File: src/rtl/axi4l2wb_bridge.sv
// AXI4-Lite slave to pipelined Wishbone B4 master bridge.
// Single-entry AW/W/AR holding registers, read/write arbitration, one outstanding WB cycle, watchdog.
module axi4l2wb_bridge #(
   parameter int ADDR_WIDTH     = 32,
   parameter int DATA_WIDTH     = 32,
   parameter int TIMEOUT_CYCLES = 255
) (
   input  logic                    clk_i,
   input  logic                    rst_i,
   // AXI4-Lite slave
   input  logic [ADDR_WIDTH-1:0]   s_awaddr_i,
   input  logic                    s_awvalid_i,
   output logic                    s_awready_o,
   input  logic [DATA_WIDTH-1:0]   s_wdata_i,
   input  logic [DATA_WIDTH/8-1:0] s_wstrb_i,
   input  logic                    s_wvalid_i,
   output logic                    s_wready_o,
   output logic [1:0]              s_bresp_o,
   output logic                    s_bvalid_o,
   input  logic                    s_bready_i,
   input  logic [ADDR_WIDTH-1:0]   s_araddr_i,
   input  logic                    s_arvalid_i,
   output logic                    s_arready_o,
   output logic [DATA_WIDTH-1:0]   s_rdata_o,
   output logic [1:0]              s_rresp_o,
   output logic                    s_rvalid_o,
   input  logic                    s_rready_i,
   // Wishbone B4 pipelined master
   output logic                    wb_cyc_o,
   output logic                    wb_stb_o,
   output logic                    wb_we_o,
   output logic [ADDR_WIDTH-1:0]   wb_adr_o,
   output logic [DATA_WIDTH-1:0]   wb_dat_o,
   output logic [DATA_WIDTH/8-1:0] wb_sel_o,
   input  logic                    wb_stall_i,
   input  logic                    wb_ack_i,
   input  logic                    wb_err_i,
   input  logic [DATA_WIDTH-1:0]   wb_dat_i
);

   localparam int SEL_W = DATA_WIDTH / 8;
   localparam int TO_W  = (TIMEOUT_CYCLES > 1) ? $clog2(TIMEOUT_CYCLES) : 1;

   localparam logic [1:0] S_IDLE     = 2'd0;
   localparam logic [1:0] S_WB_REQ   = 2'd1;
   localparam logic [1:0] S_WB_WAIT  = 2'd2;
   localparam logic [1:0] S_AXI_RESP = 2'd3;

   localparam logic [1:0] RESP_OKAY   = 2'b00;
   localparam logic [1:0] RESP_SLVERR = 2'b10;

   logic [1:0]            state_q,   state_d;
   logic                  aw_full_q, aw_full_d;
   logic [ADDR_WIDTH-1:0] awaddr_q,  awaddr_d;
   logic                  w_full_q,  w_full_d;
   logic [DATA_WIDTH-1:0] wdata_q,   wdata_d;
   logic [SEL_W-1:0]      wstrb_q,   wstrb_d;
   logic                  ar_full_q, ar_full_d;
   logic [ADDR_WIDTH-1:0] araddr_q,  araddr_d;
   logic                  last_wr_q, last_wr_d;
   logic                  cyc_q,     cyc_d;
   logic                  stb_q,     stb_d;
   logic                  we_q,      we_d;
   logic [ADDR_WIDTH-1:0] adr_q,     adr_d;
   logic [DATA_WIDTH-1:0] dat_q,     dat_d;
   logic [SEL_W-1:0]      sel_q,     sel_d;
   logic                  bvalid_q,  bvalid_d;
   logic                  rvalid_q,  rvalid_d;
   logic [1:0]            resp_q,    resp_d;
   logic [DATA_WIDTH-1:0] rdata_q,   rdata_d;
   logic [TO_W-1:0]       wd_cnt_q,  wd_cnt_d;

   logic wr_pend, pick_wr, term_ok, wd_expire, done, done_ok;

   assign wr_pend   = aw_full_q && w_full_q;
   assign wd_expire = (TIMEOUT_CYCLES != 0) && (wd_cnt_q == TO_W'(TIMEOUT_CYCLES - 1));
   // Termination is only meaningful once the slave has taken the request.
   assign term_ok   = (state_q == S_WB_WAIT) || ((state_q == S_WB_REQ) && !wb_stall_i);
   assign done_ok   = term_ok && wb_ack_i && !wb_err_i;
   assign done      = (term_ok && (wb_ack_i || wb_err_i)) || wd_expire;

   // NOTE: every _d gets a default before the case so no path leaves it unassigned (no latches).
   always_comb begin
      state_d   = state_q;
      aw_full_d = aw_full_q;
      awaddr_d  = awaddr_q;
      w_full_d  = w_full_q;
      wdata_d   = wdata_q;
      wstrb_d   = wstrb_q;
      ar_full_d = ar_full_q;
      araddr_d  = araddr_q;
      last_wr_d = last_wr_q;
      cyc_d     = cyc_q;
      stb_d     = stb_q;
      we_d      = we_q;
      adr_d     = adr_q;
      dat_d     = dat_q;
      sel_d     = sel_q;
      bvalid_d  = bvalid_q;
      rvalid_d  = rvalid_q;
      resp_d    = resp_q;
      rdata_d   = rdata_q;
      wd_cnt_d  = '0;
      pick_wr   = 1'b0;

      if (s_awvalid_i && !aw_full_q) begin
         aw_full_d = 1'b1;
         awaddr_d  = s_awaddr_i;
      end
      if (s_wvalid_i && !w_full_q) begin
         w_full_d = 1'b1;
         wdata_d  = s_wdata_i;
         wstrb_d  = s_wstrb_i;
      end
      if (s_arvalid_i && !ar_full_q) begin
         ar_full_d = 1'b1;
         araddr_d  = s_araddr_i;
      end

      case (state_q)
         S_IDLE: begin
            if (wr_pend || ar_full_q) begin
               // On a tie, serve the kind that did not go last.
               pick_wr   = wr_pend && (!ar_full_q || !last_wr_q);
               state_d   = S_WB_REQ;
               cyc_d     = 1'b1;
               stb_d     = 1'b1;
               we_d      = pick_wr;
               last_wr_d = pick_wr;
               if (pick_wr) begin
                  adr_d     = awaddr_q;
                  dat_d     = wdata_q;
                  sel_d     = wstrb_q;
                  aw_full_d = 1'b0;
                  w_full_d  = 1'b0;
               end else begin
                  adr_d     = araddr_q;
                  dat_d     = '0;
                  sel_d     = '1;
                  ar_full_d = 1'b0;
               end
            end
         end
         S_WB_REQ, S_WB_WAIT: begin
            wd_cnt_d = wd_cnt_q + TO_W'(1);
            if (done) begin
               state_d  = S_AXI_RESP;
               cyc_d    = 1'b0;
               stb_d    = 1'b0;
               bvalid_d = we_q;
               rvalid_d = !we_q;
               resp_d   = done_ok ? RESP_OKAY : RESP_SLVERR;
               rdata_d  = (done_ok && !we_q) ? wb_dat_i : '0;
            end else if ((state_q == S_WB_REQ) && !wb_stall_i) begin
               state_d = S_WB_WAIT;
               stb_d   = 1'b0;
            end
         end
         S_AXI_RESP: begin
            if ((bvalid_q && s_bready_i) || (rvalid_q && s_rready_i)) begin
               state_d  = S_IDLE;
               bvalid_d = 1'b0;
               rvalid_d = 1'b0;
            end
         end
         default: state_d = S_IDLE;
      endcase
   end

   // NOTE: sequential state uses non-blocking assignments so all registers update together.
   always_ff @(posedge clk_i or posedge rst_i) begin
      if (rst_i) begin
         state_q   <= S_IDLE;
         aw_full_q <= 1'b0;
         awaddr_q  <= '0;
         w_full_q  <= 1'b0;
         wdata_q   <= '0;
         wstrb_q   <= '0;
         ar_full_q <= 1'b0;
         araddr_q  <= '0;
         last_wr_q <= 1'b0;
         cyc_q     <= 1'b0;
         stb_q     <= 1'b0;
         we_q      <= 1'b0;
         adr_q     <= '0;
         dat_q     <= '0;
         sel_q     <= '0;
         bvalid_q  <= 1'b0;
         rvalid_q  <= 1'b0;
         resp_q    <= RESP_OKAY;
         rdata_q   <= '0;
         wd_cnt_q  <= '0;
      end else begin
         state_q   <= state_d;
         aw_full_q <= aw_full_d;
         awaddr_q  <= awaddr_d;
         w_full_q  <= w_full_d;
         wdata_q   <= wdata_d;
         wstrb_q   <= wstrb_d;
         ar_full_q <= ar_full_d;
         araddr_q  <= araddr_d;
         last_wr_q <= last_wr_d;
         cyc_q     <= cyc_d;
         stb_q     <= stb_d;
         we_q      <= we_d;
         adr_q     <= adr_d;
         dat_q     <= dat_d;
         sel_q     <= sel_d;
         bvalid_q  <= bvalid_d;
         rvalid_q  <= rvalid_d;
         resp_q    <= resp_d;
         rdata_q   <= rdata_d;
         wd_cnt_q  <= wd_cnt_d;
      end
   end

   assign s_awready_o = !aw_full_q;
   assign s_wready_o  = !w_full_q;
   assign s_arready_o = !ar_full_q;
   assign s_bvalid_o  = bvalid_q;
   assign s_bresp_o   = resp_q;
   assign s_rvalid_o  = rvalid_q;
   assign s_rresp_o   = resp_q;
   assign s_rdata_o   = rdata_q;
   assign wb_cyc_o    = cyc_q;
   assign wb_stb_o    = stb_q;
   assign wb_we_o     = we_q;
   assign wb_adr_o    = adr_q;
   assign wb_dat_o    = dat_q;
   assign wb_sel_o    = sel_q;

endmodule

File: config.mk
export PLATFORM = sky130hd
export DESIGN_NAME = axi4l2wb_bridge
export DESIGN_NICKNAME = d
export VERILOG_FILES = /design/src/rtl/axi4l2wb_bridge.sv
export SDC_FILE = /design/constraint.sdc
export NUM_CORES = 1
export LEC_CHECK = 0
export BUFFER_PORTS_ARGS = -buffer_cell sky130_fd_sc_hd__buf_2
export CAP_MARGIN = 20
export CORE_ASPECT_RATIO = 0.75
export CORE_UTILIZATION = 50
export DETAILED_ROUTE_END_ITERATION = 10
export HOLD_SLACK_MARGIN = 0.08
export PLACE_DENSITY = 0.78
export SETUP_SLACK_MARGIN = 0.5
export SLEW_MARGIN = 20
export SYNTH_ARGS = -nofsm -noshare
export SYNTH_HDL_FRONTEND = slang
export SYNTH_SLANG_ARGS = --single-unit
File: constraint.sdc
create_clock -name clk_i -period 9.44 [get_ports clk_i]
set_input_delay 2.36 -clock clk_i [delete_from_list [all_inputs] [get_ports clk_i]]
set_output_delay 2.36 -clock clk_i [all_outputs]
set_load 0.01 [all_outputs]
## After elaboration in Yosys (flattened, before gate mapping)

Cells that the tools add are included.

- Output and inout bits: 112
- Word-level logic and storage cells: 96
- Input port bits: 142
- Register bits after elaboration: 220

- Equality and inequality tests: 8
- $add $sub $neg: 1
- Reductions and logical operators: 34
- Multiplexer cells: 34

Operators by type and width:

| operator | count |
|---|---|
| $mux 32 | 3 |
| $mux 1 | 19 |
| $logic_and 1x1->1 | 12 |
| $reduce_and 3->1 | 4 |
| $mux 2 | 5 |
| $add 8x1->8 const B | 1 |
| $eq 8x8->1 const B | 1 |
| $mux 8 | 1 |
| $pmux 1 s2 | 4 |
| $logic_not 1->1 | 6 |
| $logic_or 1x1->1 | 6 |
| $ne 2x2->1 const B | 3 |
| $pmux 2 s3 | 1 |
| $eq 2x2->1 const B | 2 |
| $mux 4 | 1 |
| $reduce_and 2->1 | 2 |
| $reduce_bool 2->1 | 2 |
| $ne 3x3->1 const B | 1 |
| $eq 2x1->1 const B | 1 |
| $logic_not 2->1 | 1 |
| $reduce_or 2->1 | 1 |

## Longest topological paths before layout

Gate-level depths: netlist of the first run.

- Depth in word-level cells: 7
- Mapped depth: 7
- Gate-level depth less buffers: 6

## Worst setup path after synthesis of the first run

No wires, ideal clock.

- Path kind: input -> register
- From: input port s_wvalid_i
- To: register wdata_q[0]
- Setup time: 0.125 ns
- Arrival time: 3.199 ns
- Stages on the path: 4
- Path buffers: 2
- Required time: 9.315 ns
- Slack: 6.116 ns
- Path through: nor2b_1 -> buf_2 -> buf_2 -> mux2_2

- Word-level cells in the longest chain between the ends: 1

Ends and longest elaborated chain:

| item | RTL line | RTL |
|---|---|---|
| start: declaration | 16 | `input logic s_wvalid_i,` |
| $logic_and 1x1->1 | 110 | `if (s_wvalid_i && !w_full_q) begin` |
| end signal: assignment | 198 | `wdata_q <= wdata_d;` |
| end: declaration | 56 | `logic [DATA_WIDTH-1:0] wdata_q, wdata_d;` |

No other way between the ends.
A chain may end at the register's enable or synchronous reset.

==> results.md, run 1 <==
Run status:
- The run finished with clean final reports.

Setup path:
- The arrival time of the worst setup path is 4.47 ns.
- The endpoint required time on the critical path is around 10 ns.
- The path type of the worst setup path is input pin to asynchronous set/reset pin.
- Of all nets on the critical path, the largest fanout is 108.
- The capturing element type of the critical path is an asynchronous set/reset pin.
- The launching element type of the critical path is an input pin.

STA:
- Summed over all failing endpoints, the final setup total negative slack is 0 ns.
- The least setup slack across all paths after layout is 5.50 ns.
- For the pin with the worst max-slew slack, the measured transition is about 1.0 ns.
- The maximum clock frequency is 254 MHz.
- The final number of hold-violating endpoints is 0.
- The fraction of the cycle the final worst path needs is 41.7%.
- The smallest clock period supported by the final layout is computed as 3.94 ns.
- The final number of setup-violating endpoints is 0.
- The worst slew margin relative to its limit is 31.5%.
- The final max-slew violation count came to 0.
- Setup repair after global routing left no endpoint under its margin.
- On the final layout, the worst clock skew is roughly 0.013 ns.

Power and ir drop:
- The design draws just under 0.004 W.
- The worst supply voltage drop on vdd is between 150 and 200 uV.
- The power density relative to cell area is approximately 360 nW/um^2.
- Summed over all cells, the static leakage comes to 5.29 nW.

Logic synthesis:
- The cell area that synthesis handed to floorplanning was 8590 sq um.
- Each instance of the synthesized netlist takes up on average 13.1 sq um.
- The total of flip-flops plus latches after synthesis is 219.
- Yosys mapped the design onto 46 distinct sky130hd cell types.
- The Yosys step of the flow raised 0 warnings.
- After technology mapping, the gate count stands at around 650.
- After synthesis, flip-flops and latches occupy 63.8% of the total area.

Clock tree:
- The clock passes through at most 3 buffers.
- The number of gates given a new drive strength after cts is 0.
- TritonCTS created 22 clock buffers.
- Once the clock tree was built, the setup fixing pass inserted 0 buffers.
- Clock-pin slew was measured on the worst setup and hold paths at 0.06 ns.
- The level count of the clock H-tree is 1.
- TritonCTS built the clock tree.
- The tree built by TritonCTS fans out to roughly 220 sinks.
- Clock latency on the worst-skew pair, taken at its later pin, is 0.49 ns.
- The number of hold buffers added after cts is 0.
- In this run the clock root is driven by a sky130_fd_sc_hd__clkbuf_16.

Floorplan:
- The die area is 17700 sq um.
- The die width is 153 um.
- During I/O placement, the number of pins put on the boundary was 254.
- In this run the vertical extent of the chip is 116 um.
- The floorplan has 41 rows.
- For this configuration, the core starts out at a cell density of between 50 and 60%.
- The area of the core is 16800 sq um.

Cells and area:
- The synthesis-to-layout area growth is 25.5%.
- In the final layout, the share of cells above drive strength 1 is 44.8%.
- Summing all non-filler instances in the final layout gives an area of 10800 sq um.
- At the end of the flow, the number of nets in the layout was approximately 1.0k.
- The final non-filler cell total is between 1k and 1.5k.

Global route:
- The via count of the first global-routing pass came to 5861.
- Global routing consumed, over all layers together, roughly 22% of the routing resources.
- The pin count of the biggest net entering global routing is 109.
- The total overflow left after global routing is 0.
- The number of antenna violations at the first check in global routing came to 4.
- The first global-routing pass estimated around 31000 um of wire.

Place:
- Routability-driven placement finished with a final weighted congestion of 0.783.
- Prior to clock tree synthesis, the placed netlist has a worst setup slack of 4.90 ns.
- Counting tap cells, the placed design contains a total of 1083 instances.
- The post-place instance area is roughly 10000 sq um.
- The placed wire-length estimate is 12900 um.
- The count of buffers from port buffering is around 250.

Drt:
- In this run the remaining antenna-violating nets after routing total 0.
- The number of violations reported at the end of detailed-routing iteration 0 is 283.
- For this run, design rule violations remaining after detail routing come to 0.
- The number of vias per cell is 5.36.
- The total iterations of the first detailed-routing run is 5.
- The vias after detailed routing is 6026.
- Dividing the detail-routed wire length by the instance count gives 17.5 um.
- The final wirelength is slightly below 20000 um.

Flow run:
- The max-cap violation count is 0.

Min path:
- The class of the tightest hold or removal check is register to register.
-- per-layer routing --
metal | global-route usage, % | routed length [um]
met3 | 7.59 | 1710
met2 | 35.2 | 8950
met4 | 4.53 | 324
met1 | 30.6 | 8620
met5 | 0 | 41
-- logic make-up after synthesis --
group                    synth area share [%]
adder cells (fa/ha/maj)                 0.874
AND/OR/NAND/NOR                          7.59
XOR/XNOR                                0.408
multiplexers                             13.4
flip-flops                               63.8
other                                  0.0437
AO/OA/AOI/OAI                            10.9
buffers and inverters                    3.07
-- sequential cells by signal, indices dropped and copies added, names as in the netlist --
name        flops
ar_full_q       1
awaddr_q       32
s_rvalid_o      1
wdata_q        32
wstrb_q         4
state_q         2
wb_stb_o        1
wb_we_o         1
wb_adr_o       32
s_bvalid_o      1
wb_sel_o        4
w_full_q        1
wd_cnt_q        8
wb_dat_o       32
aw_full_q       1
s_bresp_o       1
araddr_q       32
wb_cyc_o        1
s_rdata_o      32
-- power by group --
group	internal [W]	total, W	switching (W)
sequential	0.00138	0.00163	0.000245
combinational	0.000642	0.00137	0.000733
clock	0.000568	0.000915	0.000347
-- layout by cell type, fill, tap and decap left out, drive strengths merged, types with 3 or more instances in the layout --
master | netlist | routed
clkbuf | 6 | 34
dfrtp | 219 | 219
o22a | 4 | 4
bufinv | 0 | 3
nand2 | 74 | 74
mux2 | 101 | 101
nand3 | 6 | 6
o21ai | 4 | 4
inv | 10 | 11
xor2 | 3 | 3
nor2b | 5 | 5
and3 | 3 | 3
a31oi | 34 | 34
nor2 | 48 | 48
a21oi | 6 | 6
nand4 | 4 | 4
a22o | 64 | 64
buf | 38 | 258
ha | 6 | 6
-- critical path, stage by stage --
cell	delay (ns)
sky130_fd_sc_hd__buf_2	0.13
sky130_fd_sc_hd__inv_8	0.47
sky130_fd_sc_hd__buf_4	0.67
sky130_fd_sc_hd__buf_4	0.72
-- layout make-up --
cell class,instances,area [sq um]
flip-flops and latches,219,5480
multi-input cells,382,2880
repair buffers,258,1330
fillers,1318,6050
diodes,2,5.00
clock inverters,4,101
well taps,215,269
clock buffers,34,667
inverters,10,45.0
-- Yosys cell counts (all sizes together) --
library cell / number / area share (%)
nand2: 74 / 3.2
o22a: 4 / 0.41
a221o: 1 / 0.12
or2b: 1 / 0.087
o311ai: 2 / 0.20
ha: 6 / 0.87
or2: 1 / 0.10
and2: 1 / 0.10
clkbuf: 6 / 0.26
dfrtp: 219 / 64
nand2b: 2 / 0.15
o221a: 1 / 0.13
buf: 38 / 2.4
o21ai: 4 / 0.23
xnor2: 1 / 0.10
and3: 3 / 0.23
nor3: 1 / 0.058
a31oi: 34 / 2.5
inv: 10 / 0.44
or3: 2 / 0.16
a21oi: 6 / 0.39
mux2: 101 / 13
nor2: 48 / 2.2
o2bb2ai: 1 / 0.10
nand4: 4 / 0.36
xor2: 3 / 0.31
conb: 1 / 0.044
a32oi: 1 / 0.10
nand3: 6 / 0.41
mux2i: 1 / 0.12
nor2b: 5 / 0.45
o22ai: 1 / 0.073
a22o: 64 / 6.5
a31o: 1 / 0.10
-- final timing paths --
check                                 to  depth (start not counted)   startpoint  slack [ns]
setup reg to reg            wb_dat_o[23]                          4    ar_full_q        6.75
hold reg to reg              wd_cnt_q[0]                          1  wd_cnt_q[0]        0.48
max in group clk_i           s_awready_o                          2    aw_full_q        5.89
hold / removal               wd_cnt_q[0]                          1  wd_cnt_q[0]        0.48
min in group asynchronous  s_rdata_o[25]                          2        rst_i        1.97
setup / recovery             awaddr_q[0]                          4        rst_i        5.50
-- stage by stage --
step	hold slack, ns	util [%]
finish	0.481	64.1
global route	0.498	64.0
CTS	0.487	63.9
detailed placement	0.475	59.3
global placement	0.467	59.3
floorplan	0.445	-
(Power assumes the default switching activity.)
==> run 2: changes to the inputs <==
--- a/config.mk
+++ b/config.mk
@@ -8,10 +8,10 @@
 export BUFFER_PORTS_ARGS = -buffer_cell sky130_fd_sc_hd__buf_2
 export CAP_MARGIN = 20
 export CORE_ASPECT_RATIO = 0.75
-export CORE_UTILIZATION = 50
+export CORE_UTILIZATION = 47
 export DETAILED_ROUTE_END_ITERATION = 10
 export HOLD_SLACK_MARGIN = 0.08
-export PLACE_DENSITY = 0.78
+export PLACE_DENSITY = 0.77
 export SETUP_SLACK_MARGIN = 0.5
 export SLEW_MARGIN = 20
 export SYNTH_ARGS = -nofsm -noshare
==> constraint.sdc (replaced) <==
create_clock -name clk_i -period 3.4 [get_ports clk_i]
set_input_delay 0.85 -clock clk_i [delete_from_list [all_inputs] [get_ports clk_i]]
set_output_delay 0.85 -clock clk_i [all_outputs]
set_load 0.01 [all_outputs]
==> results.md, run 2 (same netlist as run 1, synthesis figures left out) <==
Setup path:
- The logic depth of the worst register-to-register path is 6 (+2).
- The endpoint required time on the critical path is 2.55 ns (-7.43 ns).
- The worst reg-to-reg setup slack is 1.31 ns (-5.44 ns).
- The launching element type of the critical path is a register.
- The critical path depth in cells is 2 (-2).
- The stage delay of the slowest cell on the critical path is 0.56 ns (-0.16 ns).
- The worst setup path is captured at an output pin.
- The path type of the worst setup path is register to output pin.
- Grouping stages by cell kind, the critical path spends the most delay in flip-flops.
- The top fanout value on the critical path came to 5 (-95%).
- The worst-path cell with the longest stage delay is sky130_fd_sc_hd__dfrtp_1.
- The buffer and inverter count on the worst path is 2 (-2).
- Traced cell by cell, the critical path runs through inv_1 > buf_2.
- The arrival time of the worst setup path was 1.26 ns (-3.21 ns).

Power and ir drop:
- The power density relative to cell area was 994 nW/um^2 (+170%).
- The worst supply voltage drop on vdd is 451 uV (+170%).
- The total power is 0.0109 W (+180%).
- The reported leakage power is 5.37 nW (+1.4%).

Run status:
- The run finished with clean final reports.

Cells and area:
- The count of inserted antenna diode cells is 0 (-2).
- The share of layout cells above drive strength 1 is 45.8% (+1.1 points).
- The library cell used most frequently in the layout, excluding fill and tap cells, is sky130_fd_sc_hd__buf_2.
- The total area of sequential cells is 5480 sq um (unchanged).
- The utilization after layout is 61.5% (-2.5 points).
- The synthesis-to-layout area growth is 27.2%.
- The multi-input gate area in the final layout came to 2880 sq um (about the same).
- The final non-filler cell total came to 1165 (+3.6%).
- The number of inserted filler cells in the final layout is 1453 (+10%).
- The final layout net count came to 1055 (+1.3%).
- Leaving out fill and tap cells, the most frequent cells in the layout are sky130_fd_sc_hd__buf_2 (251), sky130_fd_sc_hd__dfrtp_1 (219), sky130_fd_sc_hd__mux2_2 (97).

STA:
- The worst slew margin relative to its limit was 55.2% (+24 points).
- The final max-slew violation count is 0 (unchanged).
- The final number of hold-violating endpoints came to 0 (unchanged).
- The measured slew at the worst slew-check pin is 0.671 ns (-0.354 ns).
- The worst path needs approximately 2.1 ns of the cycle, external delays included.
- Setup repair after global routing left no endpoint under its margin.
- The sum of negative setup slack is 0 ns (unchanged).
- The maximum clock frequency is between 400 and 500 MHz.
- The worst hold slack after final layout is 0.365 ns (-0.116 ns).
- The worst clock skew was 0.00642 ns (-0.00617 ns).
- The final number of setup-violating endpoints was 0 (unchanged).
- The fraction of the cycle the final worst path needs is 62.1%.

Clock tree:
- The buffer depth of the longest clock path came to 3 (unchanged).
- The level count of the clock H-tree is 1 (unchanged).
- The CTS tree is done.
- The number of gates given a new drive strength after cts is 0 (unchanged).
- The root buffer cell is sky130_fd_sc_hd__clkbuf_16.
- The CTS sink count was 219 (unchanged).
- The buffer count from post-CTS setup fixing is 0 (unchanged).
- The number of hold buffers added after cts came to 0 (unchanged).
- The clock transition at the register clock pins on the worst setup and hold paths after CTS is 0.07 ns (about the same).
- The number of CTS-inserted buffers came to 22 (unchanged).
- The clock latency on the worst-skew pair is 0.50 ns (about the same).

Place:
- The count of buffers from port buffering is 251 (unchanged).
- The global placement routability congestion was 0.785 (+0.27%).
- The placed wire-length estimate is 14600 um (+13%).
- The placed cell count is 1124 (+3.8%).

Floorplan:
- The die area is 18800 sq um (+6.3%).
- The die width was 158 um (+3.1%).
- The area of the core is 17800 sq um (+5.6%).
- The initial standard-cell utilization of the core is 48.4% (-2.7 points).
- The number of core rows is 42 (+2.4%).
- The die boundary height is 119 um (+3.1%).
- The boundary pin count is 254 (unchanged).

Drt:
- The final routed wire length divided by cell count is 17.7 um (+1.4%).
- The number of violations reported at the end of detailed-routing iteration 0 was 270 (-4.6%).
- The post-detailed-route count of antenna-violating nets is 0 (unchanged).
- The total iterations of the first detailed-routing run is 4 (-1).
- The final wirelength is 20600 um (+5.1%).
- The post-detailed-route DRC marker count is 0 (unchanged).
- The vias after detailed routing was 6069 (+0.71%).
- The number of vias per cell is 5.21 (-2.8%).

Flow run:
- The max-cap violation count is 0 (unchanged).

Global route:
- The number of antenna violations at the first check in global routing is 3 (-1).
- The pin count of the biggest net entering global routing is 42 (-61%).
- The global-route congestion overflow total came to 0 (unchanged).
- The global-route wire length before repair is 32800 um (+4.6%).
- The via count of the first global-routing pass is 6198 (+5.7%).
- The combined global-route utilization of all metal layers is 22.4% (-0.046 points).

Min path:
- The class of the tightest hold or removal check is input pin to asynchronous set/reset pin.
[run 2: cell types whose count changed in the layout (fill, tap and decap cells not counted), moves of 2 or more]
cell,previous run,this run
sky130_fd_sc_hd__buf_12,0,6
sky130_fd_sc_hd__buf_4,6,15
sky130_fd_sc_hd__clkbuf_1,6,4
sky130_fd_sc_hd__clkbuf_8,5,3
sky130_fd_sc_hd__clkinv_2,0,6
sky130_fd_sc_hd__clkinvlp_4,0,3
sky130_fd_sc_hd__diode_2,2,0
sky130_fd_sc_hd__inv_8,2,0
[run 2: path summary, 6_finish.rpt]
kind,start,end
min,rst_i,araddr_q[13]
max in group asynchronous,rst_i,awaddr_q[23]
max reg2reg,state_q[1],wb_dat_o[8]
min reg2reg,wd_cnt_q[0],wd_cnt_q[0]
max,ar_full_q,s_arready_o
min in group clk_i,wd_cnt_q[0],wd_cnt_q[0]
[run 2: power breakdown]
part / total, W / switching (W) / internal (W)
registers: 0.00453 / 0.000695 / 0.00383
logic: 0.00391 / 0.00208 / 0.00183
clock network: 0.00243 / 0.000971 / 0.00146
total: 0.0109 / 0.00374 / 0.00712
[run 2: final cells by class]
class / instances / share of cell area, %
clock buffer: 30 / 5.78
clock inverter: 10 / 0.962
inverter: 10 / 0.378
multi-input combinational: 382 / 26.4
sequential: 219 / 50.1
tap: 242 / 2.77
timing repair buffer: 272 / 13.6
[run 2: per-stage QoR]
stage	area, sq um	setup WS (ns)
2_1_floorplan	8600	-0.304
3_3_place_gp	10200	1.25
3_5_place_dp	10200	1.22
4_1_cts	10900	1.27
5_1_grt	10900	1.18
6_report	10900	1.29
[run 2: per-layer routing]
layer | track usage, % | share of wire [%] | wire length, um | up-vias
met5 | 0 | 0.20 | 41 | -
met4 | 5.11 | 1.9 | 398 | 6
met3 | 6.99 | 8.3 | 1710 | 34
met2 | 36.9 | 47 | 9650 | 199
met1 | 28.7 | 43 | 8850 | 3010
li1 | - | - | - | 2820
==> run 3: changes to the inputs <==
==> constraint.sdc (replaced) <==
create_clock -name clk_i -period 1.8 [get_ports clk_i]
set_input_delay 0.45 -clock clk_i [delete_from_list [all_inputs] [get_ports clk_i]]
set_output_delay 0.45 -clock clk_i [all_outputs]
set_load 0.01 [all_outputs]
==> results.md, run 3 (same netlist as run 1, synthesis figures left out) <==
Run status:
- The run finished with clean final reports.

Floorplan:
- The die area is 18800 sq um (unchanged).
- The die width was 158 um (unchanged).
- The die boundary height is 119 um (unchanged).
- The area of the core is 17800 sq um (unchanged).
- The initial standard-cell utilization of the core came to 48.4% (unchanged).
- The boundary pin count came to 254 (unchanged).
- The number of core rows is 42 (unchanged).

STA:
- The final number of setup-violating endpoints was 0 (unchanged).
- The final max-slew violation count is 0 (unchanged).
- The fraction of the cycle the final worst path needs is between 90% and 100%.
- The sum of negative setup slack was 0 ns (unchanged).
- The final number of hold-violating endpoints is 0 (unchanged).
- The worst clock skew was 0.0154 ns (+0.00899 ns).
- The final critical delay including setup and external delays is 1.76 ns.
- The maximum clock frequency is 568 MHz.
- Setup repair after global routing could not meet its margin everywhere.

Place:
- The placed cell count was 1133 (+0.80%).
- The count of buffers from port buffering is 251 (unchanged).
- The global placement routability congestion is 0.834 (+6.3%).
- The placed wire-length estimate came to 14300 um (-1.9%).

Min path:
- Counting instances, the worst hold path has a depth of 2.
- The class of the tightest hold or removal check is input pin to register.
- The worst hold path begins at s_araddr_i[15].

Cells and area:
- The most frequent standard cell in the layout excluding fill and tap cells is sky130_fd_sc_hd__dfrtp_1.
- The share of layout cells above drive strength 1 is 60.2% (+14 points).
- The multi-input gate area in the final layout is 3700 sq um (+28%).
- The final non-filler cell total is 1324 (+14%).
- In the layout the commonest cells are sky130_fd_sc_hd__dfrtp_1 (216), sky130_fd_sc_hd__buf_2 (208), sky130_fd_sc_hd__buf_4 (103).
- The total area of sequential cells is 5480 sq um (about the same).
- The utilization after layout was 78.6% (+17 points).
- From synthesis to final layout, the design area changed by 62.5%.
- The number of inserted filler cells in the final layout is 1017 (-30%).
- The final layout net count is 1215 (+15%).

Clock tree:
- The CTS sink count came to 219 (unchanged).
- The clock transition at the register clock pins on the worst setup and hold paths after CTS is 0.07 ns (about the same).
- The clock latency on the worst-skew pair is 0.51 ns (about the same).
- The number of CTS-inserted buffers is 22 (unchanged).
- In this run the clock root is driven by a sky130_fd_sc_hd__clkbuf_16.
- The buffer depth of the longest clock path is 3 (unchanged).
- The level count of the clock H-tree is 1 (unchanged).
- TritonCTS built the clock tree.

Power and ir drop:
- The power density relative to cell area is 2020 nW/um^2 (+100%).
- The reported leakage power is 6.92 nW (+29%).
- The total power was 0.0282 W (+160%).
- The worst supply voltage drop on vdd is 1110 uV (+150%).

Drt:
- The number of violations reported at the end of detailed-routing iteration 0 came to 510 (+89%).
- In this run the top signal layer used is met5.
- The final wirelength came to 30000 um (+46%).
- The met1 layer wirelength in the final routing is 12300 um (+39%).
- The vias after detailed routing is 7358 (+21%).
- The post-detailed-route count of antenna-violating nets is 0 (unchanged).
- The met2 wire length is 14600 um (+52%).
- The post-detailed-route DRC marker count was 0 (unchanged).
- The final routed wire length divided by cell count came to 22.7 um (+28%).
- The met3 routed wirelength is 2310 um (+35%).
- The total iterations of the first detailed-routing run came to 5 (+1).
- The number of vias per cell is 5.56 (+6.7%).

Setup path:
- The cell family contributing the most delay on the critical path is buffers and inverters.
- The endpoint required time on the critical path came to 2.22 ns (-0.33 ns).
- The capturing element type of the critical path is a register.
- The stage delay of the slowest cell on the critical path was 0.40 ns (-0.16 ns).
- The buffer and inverter count on the worst path is 3 (+1).
- By instance count, the cell type seen most on the critical path is sky130_fd_sc_hd__buf_4.
- The path type of the worst setup path is register to register.
- Traced cell by cell, the critical path runs through buf_4 > ha_2 > buf_4 > o221a_4 > nor2_4 > buf_12 > a22o_1.
- The arrival time of the worst setup path is 2.18 ns (+0.92 ns).
- The critical path startpoint is state_q[1].
- The worst setup path is launched from a register.
- The logic depth of the worst register-to-register path is 7 (+1).
- The top fanout value on the critical path is 32 (+27).
- The critical path depth in cells was 7 (+5).
- The largest individual stage delay along the critical path comes from the cell sky130_fd_sc_hd__dfrtp_1.
- The worst register-to-register path begins at state_q[1].

Global route:
- The global-route congestion overflow total came to 0 (unchanged).
- The combined global-route utilization of all metal layers is 27.0% (+4.7 points).
- The via count of the first global-routing pass was 6919 (+12%).
- The number of antenna violations at the first check in global routing is 2 (-1).
- The global-route wire length before repair came to 38500 um (+17%).
- The pin count of the biggest net entering global routing is 80 (+90%).

Flow run:
- The max-cap violation count is 0 (unchanged).
[run 3: cell types whose count changed in the layout (fill, tap and decap cells not counted), moves of 9 or more]
cell	before	now
sky130_fd_sc_hd__mux2_4	0	101
sky130_fd_sc_hd__mux2_2	97	0
sky130_fd_sc_hd__buf_4	15	103
sky130_fd_sc_hd__buf_6	0	69
sky130_fd_sc_hd__buf_2	251	208
sky130_fd_sc_hd__nand2_1	74	41
sky130_fd_sc_hd__buf_12	6	24
sky130_fd_sc_hd__nand2_2	0	16
sky130_fd_sc_hd__nand2_4	0	16
sky130_fd_sc_hd__buf_16	0	14
sky130_fd_sc_hd__nor2_4	2	11
[run 3: metal layers]
| metal | GRT usage, % | up-vias |
|---|---|---|
| met1 | 36.0 | 3756 |
| met4 | 7.75 | 2 |
| li1 | - | 3154 |
| met3 | 6.30 | 73 |
| met2 | 44.2 | 373 |
| met5 | 0 | - |
[run 3: power breakdown]
part,switching [W],internal [W]
logic,0.00637,0.00842
clock network,0.00188,0.00259
registers,0.00165,0.00726
total,0.00991,0.0183
[run 3: cell type report]
| class | count | area share, % |
|---|---|---|
| flip-flops and latches | 219 | 39.3 |
| repair buffers | 431 | 26.7 |
| multi-input cells | 383 | 26.5 |
| clock buffers | 32 | 4.58 |
| well taps | 242 | 2.17 |
| clock inverters | 4 | 0.350 |
| inverters | 10 | 0.341 |
| diodes | 3 | 0.0538 |
[run 3: worst paths after layout]
path / end / slack [ns]
min reg2reg: wb_dat_o[12] / 0.50
min in group asynchronous: wdata_q[16] / 0.50
max in group asynchronous: s_rdata_o[15] / 0.60
max: s_rdata_o[10] / 0.04
min: araddr_q[15] / 0.17
max reg2reg: s_rdata_o[10] / 0.04
[run 3: repair_timing]
item                                   4_1_cts  5_1_grt
pin swaps                                   56       69
hold buffers                                 1        0
setup endpoints to repair                  325      367
endpoints found under the hold margin        6        0
resized for setup                          111      145
buffers inserted                            71       54
cloned                                      16       10
[run 3: through the flow]
stage	area [sq um]	hold slack (ns)	setup slack [ns]
finish	14000	0.172	0.0396
CTS	12700	0.147	0.0687
detailed placement	10600	0.446	-0.335
global placement	10600	0.448	-0.249
global route	14000	0.167	-0.0108
floorplan	9020	0.443	-1.50
